==> src/rtl/flash_stream_prefetch_pkg.sv <==
// Shared definitions for the flash stream prefetcher.
//   state_e     : FSM state encoding, also exposed on the dbg_state output
//   DEF_*       : default parameter values for DEPTH / LEN_W / ADDR_W
//   FLASH_BASE  : base address of the user region in the serial flash
package flash_stream_prefetch_pkg;

  typedef enum logic [2:0] {
    S_IDLE  = 3'd0,
    S_WAIT  = 3'd1,
    S_REQ   = 3'd2,
    S_DRAIN = 3'd3,
    S_ABORT = 3'd4
  } state_e;

  localparam int DEF_DEPTH  = 8;
  localparam int DEF_LEN_W  = 16;
  localparam int DEF_ADDR_W = 24;

  localparam logic [23:0] FLASH_BASE = 24'h400000;

endpackage

==> src/rtl/flash_stream_prefetch_sync_fifo.sv <==
// Synchronous first-word-fall-through FIFO.
//   clk, rstn : clock, asynchronous active-low reset
//   push, din : write strobe and data; ignored when full unless a pop happens too
//   pop       : consume head; ignored when empty
//   flush     : synchronous clear; wins over push/pop in the same cycle
//   dout      : head entry (reads 0 while empty)
//   empty, full, count : occupancy status
// Handshake: an entry written on cycle n is visible on dout on cycle n+1.
module sync_fifo #(
  parameter int WIDTH = 8,
  parameter int DEPTH = 8
) (
  input  logic                       clk,
  input  logic                       rstn,
  input  logic                       push,
  input  logic [WIDTH-1:0]           din,
  input  logic                       pop,
  input  logic                       flush,
  output logic [WIDTH-1:0]           dout,
  output logic                       empty,
  output logic                       full,
  output logic [$clog2(DEPTH):0]     count
);

  localparam int AW = $clog2(DEPTH);

  logic [WIDTH-1:0] mem [DEPTH];
  logic [AW-1:0]    wr_ptr;
  logic [AW-1:0]    rd_ptr;
  logic             do_push;
  logic             do_pop;

  assign empty   = (count == '0);
  assign full    = (count == (AW+1)'(DEPTH));
  assign do_pop  = pop & ~empty;
  // A push into a full FIFO is fine when the head leaves in the same cycle.
  assign do_push = push & (~full | do_pop);
  assign dout    = empty ? '0 : mem[rd_ptr];

  always_ff @(posedge clk) begin
    if (do_push && !flush) mem[wr_ptr] <= din;
  end

  // Pointers wrap naturally because DEPTH is a power of two.
  always_ff @(posedge clk or negedge rstn) begin
    if (!rstn) begin
      wr_ptr <= '0;
      rd_ptr <= '0;
      count  <= '0;
    end else if (flush) begin
      wr_ptr <= '0;
      rd_ptr <= '0;
      count  <= '0;
    end else begin
      if (do_push) wr_ptr <= wr_ptr + AW'(1);
      if (do_pop)  rd_ptr <= rd_ptr + AW'(1);
      count <= count + (AW+1)'(do_push) - (AW+1)'(do_pop);
    end
  end

endmodule

==> src/rtl/flash_stream_prefetch.sv <==
// Burst prefetcher from the flash reader into a FWFT byte stream.
//   clk, rstn                       : clock, asynchronous active-low reset
//   start, start_addr, start_len    : burst request (IDLE only); len 0 = empty burst
//   abort                           : terminate burst, buffered bytes discarded
//   busy, done                      : state != IDLE; one-cycle completion pulse
//   fl_read, fl_addr                : read pulse / address to the flash reader
//   fl_ready, fl_data               : response pulse / byte from the flash reader
//   out_valid, out_data, out_pop    : FWFT stream to the consumer
//   dbg_state                       : current FSM state
// Handshake: out_data is valid while out_valid=1; the byte is consumed on a
// cycle with out_valid=1 and out_pop=1. out_pop with out_valid=0 is ignored.
// At most one flash read is outstanding, and a read is only issued while the
// FIFO has room for its byte, so the FIFO can never overflow.
module flash_stream_prefetch
  import flash_stream_prefetch_pkg::*;
#(
  parameter int DEPTH  = DEF_DEPTH,
  parameter int LEN_W  = DEF_LEN_W,
  parameter int ADDR_W = DEF_ADDR_W
) (
  input  logic              clk,
  input  logic              rstn,
  input  logic              start,
  input  logic [ADDR_W-1:0] start_addr,
  input  logic [LEN_W-1:0]  start_len,
  input  logic              abort,
  output logic              busy,
  output logic              done,
  output logic              fl_read,
  output logic [ADDR_W-1:0] fl_addr,
  input  logic              fl_ready,
  input  logic [7:0]        fl_data,
  output logic              out_valid,
  output logic [7:0]        out_data,
  input  logic              out_pop,
  output state_e            dbg_state
);

  localparam int CW = $clog2(DEPTH) + 1;

  state_e           state;
  logic [LEN_W-1:0] remaining;
  logic             fifo_push;
  logic             fifo_flush;
  logic             fifo_empty;
  logic             fifo_full;
  logic             pop_eff;
  logic [CW-1:0]    fifo_count;
  logic [CW-1:0]    count_after;

  assign busy      = (state != S_IDLE);
  assign out_valid = ~fifo_empty;
  assign dbg_state = state;

  assign pop_eff   = out_pop & ~fifo_empty;
  // A byte arriving together with abort is dropped along with the rest.
  assign fifo_push = (state == S_WAIT) & fl_ready & ~abort;
  assign fifo_flush = (abort & ((state == S_REQ) | (state == S_DRAIN) |
                                ((state == S_WAIT) & fl_ready))) |
                      ((state == S_ABORT) & fl_ready);
  // Occupancy as it will be after this cycle's push and pop.
  assign count_after = fifo_count + CW'(fifo_push) - CW'(pop_eff);

  sync_fifo #(
    .WIDTH (8),
    .DEPTH (DEPTH)
  ) u_fifo (
    .clk   (clk),
    .rstn  (rstn),
    .push  (fifo_push),
    .din   (fl_data),
    .pop   (out_pop),
    .flush (fifo_flush),
    .dout  (out_data),
    .empty (fifo_empty),
    .full  (fifo_full),
    .count (fifo_count)
  );

  always_ff @(posedge clk or negedge rstn) begin
    if (!rstn) begin
      state     <= S_IDLE;
      fl_read   <= 1'b0;
      fl_addr   <= '0;
      remaining <= '0;
      done      <= 1'b0;
    end else begin
      fl_read <= 1'b0;
      done    <= 1'b0;
      case (state)
        S_IDLE: begin
          if (start) begin
            if (start_len != '0) begin
              fl_addr   <= start_addr;
              remaining <= start_len;
              fl_read   <= 1'b1;
              state     <= S_WAIT;
            end else begin
              done <= 1'b1;
            end
          end
        end
        S_WAIT: begin
          if (abort) begin
            // If the outstanding response lands in the abort cycle there is
            // nothing left to wait for.
            if (fl_ready) begin
              done  <= 1'b1;
              state <= S_IDLE;
            end else begin
              state <= S_ABORT;
            end
          end else if (fl_ready) begin
            fl_addr   <= fl_addr + ADDR_W'(1);
            remaining <= remaining - LEN_W'(1);
            if (remaining == LEN_W'(1)) begin
              state <= S_DRAIN;
            end else if (count_after < CW'(DEPTH)) begin
              fl_read <= 1'b1;
            end else begin
              state <= S_REQ;
            end
          end
        end
        S_REQ: begin
          if (abort) begin
            done  <= 1'b1;
            state <= S_IDLE;
          end else if (!fifo_full || pop_eff) begin
            fl_read <= 1'b1;
            state   <= S_WAIT;
          end
        end
        S_DRAIN: begin
          if (abort || count_after == '0) begin
            done  <= 1'b1;
            state <= S_IDLE;
          end
        end
        S_ABORT: begin
          if (fl_ready) begin
            done  <= 1'b1;
            state <= S_IDLE;
          end
        end
        default: state <= S_IDLE;
      endcase
    end
  end

endmodule

==> config.mk <==
export PLATFORM = sky130hd
export DESIGN_NAME = flash_stream_prefetch
export DESIGN_NICKNAME = d
export VERILOG_FILES = /design/src/rtl/flash_stream_prefetch_pkg.sv /design/src/rtl/flash_stream_prefetch_sync_fifo.sv /design/src/rtl/flash_stream_prefetch.sv
export SDC_FILE = /design/constraint.sdc
export NUM_CORES = 1
export LEC_CHECK = 0
export ABC_AREA = 1
export BUFFER_PORTS_ARGS = -buffer_cell sky130_fd_sc_hd__clkbuf_2
export CAP_MARGIN = 20
export CORE_MARGIN = 1.5
export CORE_UTILIZATION = 60
export DETAILED_ROUTE_END_ITERATION = 8
export PLACE_DENSITY = 0.87
export SYNTH_ARGS = -nofsm -noshare
export SYNTH_HDL_FRONTEND = slang
export SYNTH_HIERARCHICAL = 1
export SYNTH_SLANG_ARGS = --single-unit
==> constraint.sdc <==
create_clock -name clk -period 4.2 [get_ports clk]
set_input_delay 0 -clock clk [delete_from_list [all_inputs] [get_ports clk]]
set_output_delay 0 -clock clk [all_outputs]
set_load 0.005 [all_outputs]
---- Yosys cells after proc, flatten, opt, wreduce, memory -nomap -nowiden ----
Memory sizes are Yosys's and may differ from the RTL's.
Index checks and enable logic that the tools add are counted.
storage, ports and cells
  bits in registers ....................... 55
  memory bits (writable) .................. 64
  bits of input ports ..................... 54
  output and inout port bits .............. 39
  word-level logic and storage cells ...... 107
  memories ................................ 1
memories
  name        words  width  rd ports  clocked after memory_dff  wr ports  RTL line                               text
  u_fifo.mem  8      8      1         0                         1         flash_stream_prefetch_sync_fifo.sv:27  logic [WIDTH-1:0] mem [DEPTH];
operators by class
  add/subtract/negate cells ............... 8
  magnitude comparators ................... 1
  eq/ne operators ......................... 15
  muxes and demuxes ....................... 46
  bitwise operators ....................... 13
  reduce and logical (&&, ||, !) cells .... 15
operator list
  cell                                                                  number
  24-bit 2-to-1 mux                                                     4
  16-bit 2-to-1 mux                                                     4
  24-bit case mux with 2 select lines                                   1
  3-bit 2-to-1 mux                                                      15
  16-bit case mux with 2 select lines                                   1
  24-bit by 1-bit adder with 24-bit output, second input constant       1
  16-bit by 1-bit == test with 1-bit output, second input constant      1
  1-bit 2-to-1 mux                                                      16
  16-bit nonzero test                                                   1
  16-bit by 1-bit subtractor with 16-bit output, second input constant  1
  3-bit case mux with 5 select lines                                    1
  2-bit inequality test, second input constant                          5
  4-bit by 1-bit adder with 4-bit output                                2
  4-bit zero test                                                       2
  8-bit 2-to-1 mux                                                      1
  4-bit by 1-bit subtractor with 4-bit output                           2
  7-bit AND reduction                                                   1
  3-bit by 1-bit adder with 3-bit output, second input constant         2
  1-bit bitwise AND                                                     6
  3-bit by 2-bit == test with 1-bit output, second input constant       2
  2-bit nonzero test                                                    3
  1-bit case mux with 5 select lines                                    1
  5-bit AND reduction                                                   1
  4-bit == test, second input constant                                  1
  other kinds (16)                                                      23

---- Logic depth before layout (Yosys ltp) ----
  word-level depth ........................ 11
  depth in mapped cells ................... 18
  mapped depth without buffers ............ 18

---- Cells and area by module ----
The synthesis kept the hierarchy.
by module, submodules not included
  module                 times used  cells an instance  area each (um2)  sequential area each (um2)
  flash_stream_prefetch  1           552                3485.8           1126.1
  sync_fifo              1           321                3314.4           2172.1

---- Least setup slack after synthesis ----
Ideal clock, no wire load.
  kind .................................... register to register
  start point ............................. reg u_fifo.count[2]
  end point ............................... reg state[0], in the netlist dbg_state[0]
  arrival time ............................ 2438 ps
  required time ........................... 4083 ps
  setup slack ............................. 1645 ps
  cell stages (with the launch flop) ...... 18
  clock period less this slack ............ 2555 ps
  cells stage by stage .................... dfrtp_1 -> inv_1 -> ha_1 -> nand2_2 -> inv_1 -> nor2_1 -> ha_1 -> inv_1 -> ha_1 -> inv_1 -> fa_1 -> nand2_1 -> nor3_1 -> nand3_1 -> nand3_1 -> nand3_1 -> nand2_1 -> nand2_1
between the ends
  cells in the longest elaborated chain, start to end .. 8
  elaborated cells on any way between the ends .. 15
RTL lines
  what                                                                                 RTL line                               text
  start: declaration                                                                   flash_stream_prefetch_sync_fifo.sv:22  output logic [$clog2(DEPTH):0] count
  start signal: assignment                                                             flash_stream_prefetch_sync_fifo.sv:57  count <= count + (AW+1)'(do_push) - (AW+1)'(do_pop);
  4-bit zero test *                                                                    flash_stream_prefetch_sync_fifo.sv:33  assign empty = (count == '0);
  via fifo_empty                                                                       flash_stream_prefetch.sv:45            logic fifo_empty;
  1-bit inverter *                                                                     flash_stream_prefetch.sv:55            assign pop_eff = out_pop & ~fifo_empty;
  1-bit bitwise AND *                                                                  flash_stream_prefetch.sv:55
  branches (longest 4 deep; another with 4-bit by 1-bit subtractor with 4-bit output)  n/a
  7-bit AND reduction (no source line) *                                               n/a
  end signal: assignment                                                               flash_stream_prefetch.sv:137           state <= S_IDLE;
  end signal: assignment                                                               flash_stream_prefetch.sv:143           state <= S_IDLE;
  end signal: assignment                                                               flash_stream_prefetch.sv:146           default: state <= S_IDLE;
  end: declaration                                                                     flash_stream_prefetch.sv:41            state_e state;
Mark *: on every way through the listed nets, which the timed path passes.
A chain may end at the register's enable or synchronous reset.

---- Worst setup path in the final report ----
  start point ............................. reg state[2], in the netlist dbg_state[2]
  end point ............................... reg done
between the ends
  cells in the longest elaborated chain, start to end .. 9
  elaborated cells on any way between the ends .. 13
RTL lines
  what                                         RTL line                      text
  start signal: assignment                     flash_stream_prefetch.sv:82   state <= S_IDLE;
  start signal: assignment                     flash_stream_prefetch.sv:97   state <= S_WAIT;
  start signal: assignment                     flash_stream_prefetch.sv:109  state <= S_IDLE;
  3-bit by 1-bit == test with 1-bit output     flash_stream_prefetch.sv:57   assign fifo_push = (state == S_WAIT) & fl_ready & ~abort;
  1-bit bitwise AND (2 in series)              flash_stream_prefetch.sv:57
  via fifo_push                                flash_stream_prefetch.sv:43   logic fifo_push;
  4-bit by 1-bit adder with 4-bit output       flash_stream_prefetch.sv:62   assign count_after = fifo_count + CW'(fifo_push) - CW'(pop_eff);
  4-bit by 1-bit subtractor with 4-bit output  flash_stream_prefetch.sv:62
  4-bit zero test                              flash_stream_prefetch.sv:135  if (abort || count_after == '0) begin
  1-bit logical OR                             flash_stream_prefetch.sv:135
  1-bit 2-to-1 mux                             flash_stream_prefetch.sv:135
  1-bit case mux with 5 select lines           flash_stream_prefetch.sv:90   case (state)
  end signal: assignment                       flash_stream_prefetch.sv:89   done <= 1'b0;
  end signal: assignment                       flash_stream_prefetch.sv:136  done <= 1'b1;
  end signal: assignment                       flash_stream_prefetch.sv:142  done <= 1'b1;
  end: declaration                             flash_stream_prefetch.sv:28   output logic done,
The timed path passes the listed nets, and every way through them passes these cells.

==> reports/metrics.cfg <==
[sta]
max_slew_margin_pct=39.6
finalWorstSetupSlack_ps=805
slew_violations=0
tightest_slew_ps=903
fmax_mhz=295
finalSetupTns_ps=0
hold_viol=0
fin_crit_ps=3390
setup_violations=0
finalClockSkew_ps=8.48
rsz0062_at_grt=no
period_share_pct=80.8

[yosys]
synth_top_area_share_pct=28.3
synth_top_family_by_area=simple AND/OR/NAND/NOR gates
syn_inst=873
syn_avg_cell_area_um2=7.79
synthMuxAreaShare_pct=0
synth_seq_area_share_pct=48.5
yosysWarnings=6
netlist_area_um2=6800
yosysTopAreaCell=edfxtp_1
synth_compound_area_share_pct=8.00
synth-xor-area-share_pct=0.773
ys_types=40
yosys.area_share.simple_pct=32.2
synthAdderAreaFrac_pct=3.16
syn_nets=943
ys_ff_latch=119
ys_top_cells_by_area=edfxtp_1 (28%), dfrtp_1 (20%), nand2_1 (13%)

[die]
initial_core_util_pct=62.2
io_pins=93
die-height_um=109
fp-row-count=38
design.die.area_um2=12000
core_region_area_um2=10900
fp.dieW_um=109

[setup_path]
end_kind=flop
arrival_ps=3740
worstPathRequired_ps=4540
crit_type=flop to flop
setup.worst_path.start_class=flop
worstPathMaxFanout=29

[global_route]
grt-ovfl-total=0
grt_max_degree=62
antenna_found_initial=0
grt_pass1_wl_um=30300
grt_use_total_pct=32.8
first_global_vias=6478

[power]
power_mw=5.98
power_density_nw_per_um2=713
p_leak_nw=3.85
peakVddDrop_mv=0.449

[finish]
final_common_cell=nand2_1
num_antenna_cells=0
layout-drive-gt1-share_pct=15.0
final_nets=1080
multi_input_area_um2=3000
area_growth_pct=23.2
fillers=736
register_area_um2=3300
layout_common_cells=nand2_1 (227), nor2_1 (162), clkbuf_2 (92)

[route]
vias=6601
drtPass1Iterations=5
drtIter0Drc=663
drcViolationCount=0
drt_wl_total_um=18400
wire_per_inst_um=15.8
ant_nets=0
viasPerCell=5.68

[cts]
clock_latency_ps=410
cts_tree=built
clk_pin_slew_ps=50
root_buffer=clkbuf_16
post_cts_resized=0
ctsHtreeMaxLevel=4
cts_made_buffers=17
cts_sinks=119
cts_setup_buffers=0
clock_path_buffers=2

[placed_design]
place.gp.congestion=0.912
numPortBuffers=92
hpwl_um=11500
post-place-ws_ps=1270

[job]
max_cap_violations=0

[min_path]
worstHoldPathType=input port to flop

[status]
outcome=finished clean

==> critical path: stages (launching register included) <==
cell and delay (ps):
dfrtp_1 450, nor2_4 140, nand2_2 350, inv_2 170, nand3_2 90, inv_1 260
ha_1 220, inv_1 50, fa_1 480, nand2_1 50, nor3_1 130, nand3_1 120
nand2_1 80, nand2_1 50, o2111ai_1 90, dlygate4sd3_1 580
==> Yosys cell counts <==
master and n:
nand2_1 227, nor2_1 162, inv_1 87, nand3_1 74, edfxtp_1 64, dfrtp_1 55
o21ai_0 51, buf_2 20, ha_1 14, nand4_1 13, o21ai_1 12, a21oi_1 11
a31oi_1 10, nor3_1 8, nand2_2 7, o211ai_1 7, nand3b_1 6, inv_2 5
or2_2 5, buf_4 4, xor2_1 4, nor2_2 3, clkbuf_1 2, fa_1 2
nand3_2 2, nor2_4 2, nor3_2 2, xnor2_1 2, a21boi_1 1, a22oi_1 1
a22oi_2 1, buf_6 1, clkbuf_2 1, nand3_4 1, nand4_2 1, nor3b_1 1
o2111ai_1 1, o21bai_1 1, o22ai_1 1, o311ai_0 1
==> final timing paths <==
check	from	to	slack, ps	cells past startpoint
min in group asynchronous	rstn	remaining[13]	270	3
hold / removal	start_addr[10]	fl_addr[10]	10	3
hold reg to reg	remaining[13]	remaining[13]	520	2
setup / recovery	dbg_state[2]	done	810	15
setup reg to reg	dbg_state[2]	done	810	15
max in group asynchronous	rstn	fl_addr[11]	3450	3
==> report_power, final <==
part,internal [mW],switching (mW),total [mW]
clock network,0.864,0.525,1.39
logic,0.948,1.71,2.66
registers,1.52,0.417,1.93
==> state kept, by name, indices dropped and copies added (netlist names) <==
register	cells
fl_read	1
dbg_state	3
u_fifo/mem	64
u_fifo/wr_ptr	3
u_fifo/rd_ptr	3
remaining	16
fl_addr	24
u_fifo/count	4
done	1
==> area by class of cell <==
type | count | share of cell area (%)
well taps | 140 | 2.09
inverters | 92 | 4.12
multi-input cells | 634 | 35.8
clock inverters | 14 | 1.60
repair buffers | 146 | 11.9
clock buffers | 18 | 5.12
flip-flops and latches | 119 | 39.4
==> metrics by stage <==
step           instances  hold slack (ps)  cell area [um2]  util, %
2_1_floorplan        873             -296             6800        -
3_3_place_gp        1080              179             7300     66.8
3_5_place_dp        1080              189             7300     66.8
4_1_cts             1163             6.30             8380     76.6
5_1_grt             1163             15.1             8380     76.6
6_report            1163             9.50             8380     76.6
==> cell families after synthesis <==
| family | count (synthesis) |
|---|---|
| AND/OR/NAND/NOR | 514 |
| buffers and inverters | 120 |
| flip-flops | 119 |
| AO/OA/AOI/OAI | 98 |
| adder cells (fa/ha/maj) | 16 |
| XOR/XNOR | 6 |
==> what timing repair did <==
| action | in CTS | in global routing |
|---|---|---|
| hold buffers | 51 | 0 |
| endpoints found under the hold margin | 159 | 0 |
| setup endpoints to repair | 0 | 0 |
==> metal layers <==
metal | part of all wire (%) | GRT usage, % | vias to the layer above
met5 | 0 | 0 | -
met4 | 3.1 | 15.4 | 0
met3 | 9.0 | 7.41 | 68
met2 | 48 | 54.3 | 391
met1 | 39 | 40.9 | 3009
li1 | - | - | 3133
Note: power is estimated with default switching activity, not from simulation.
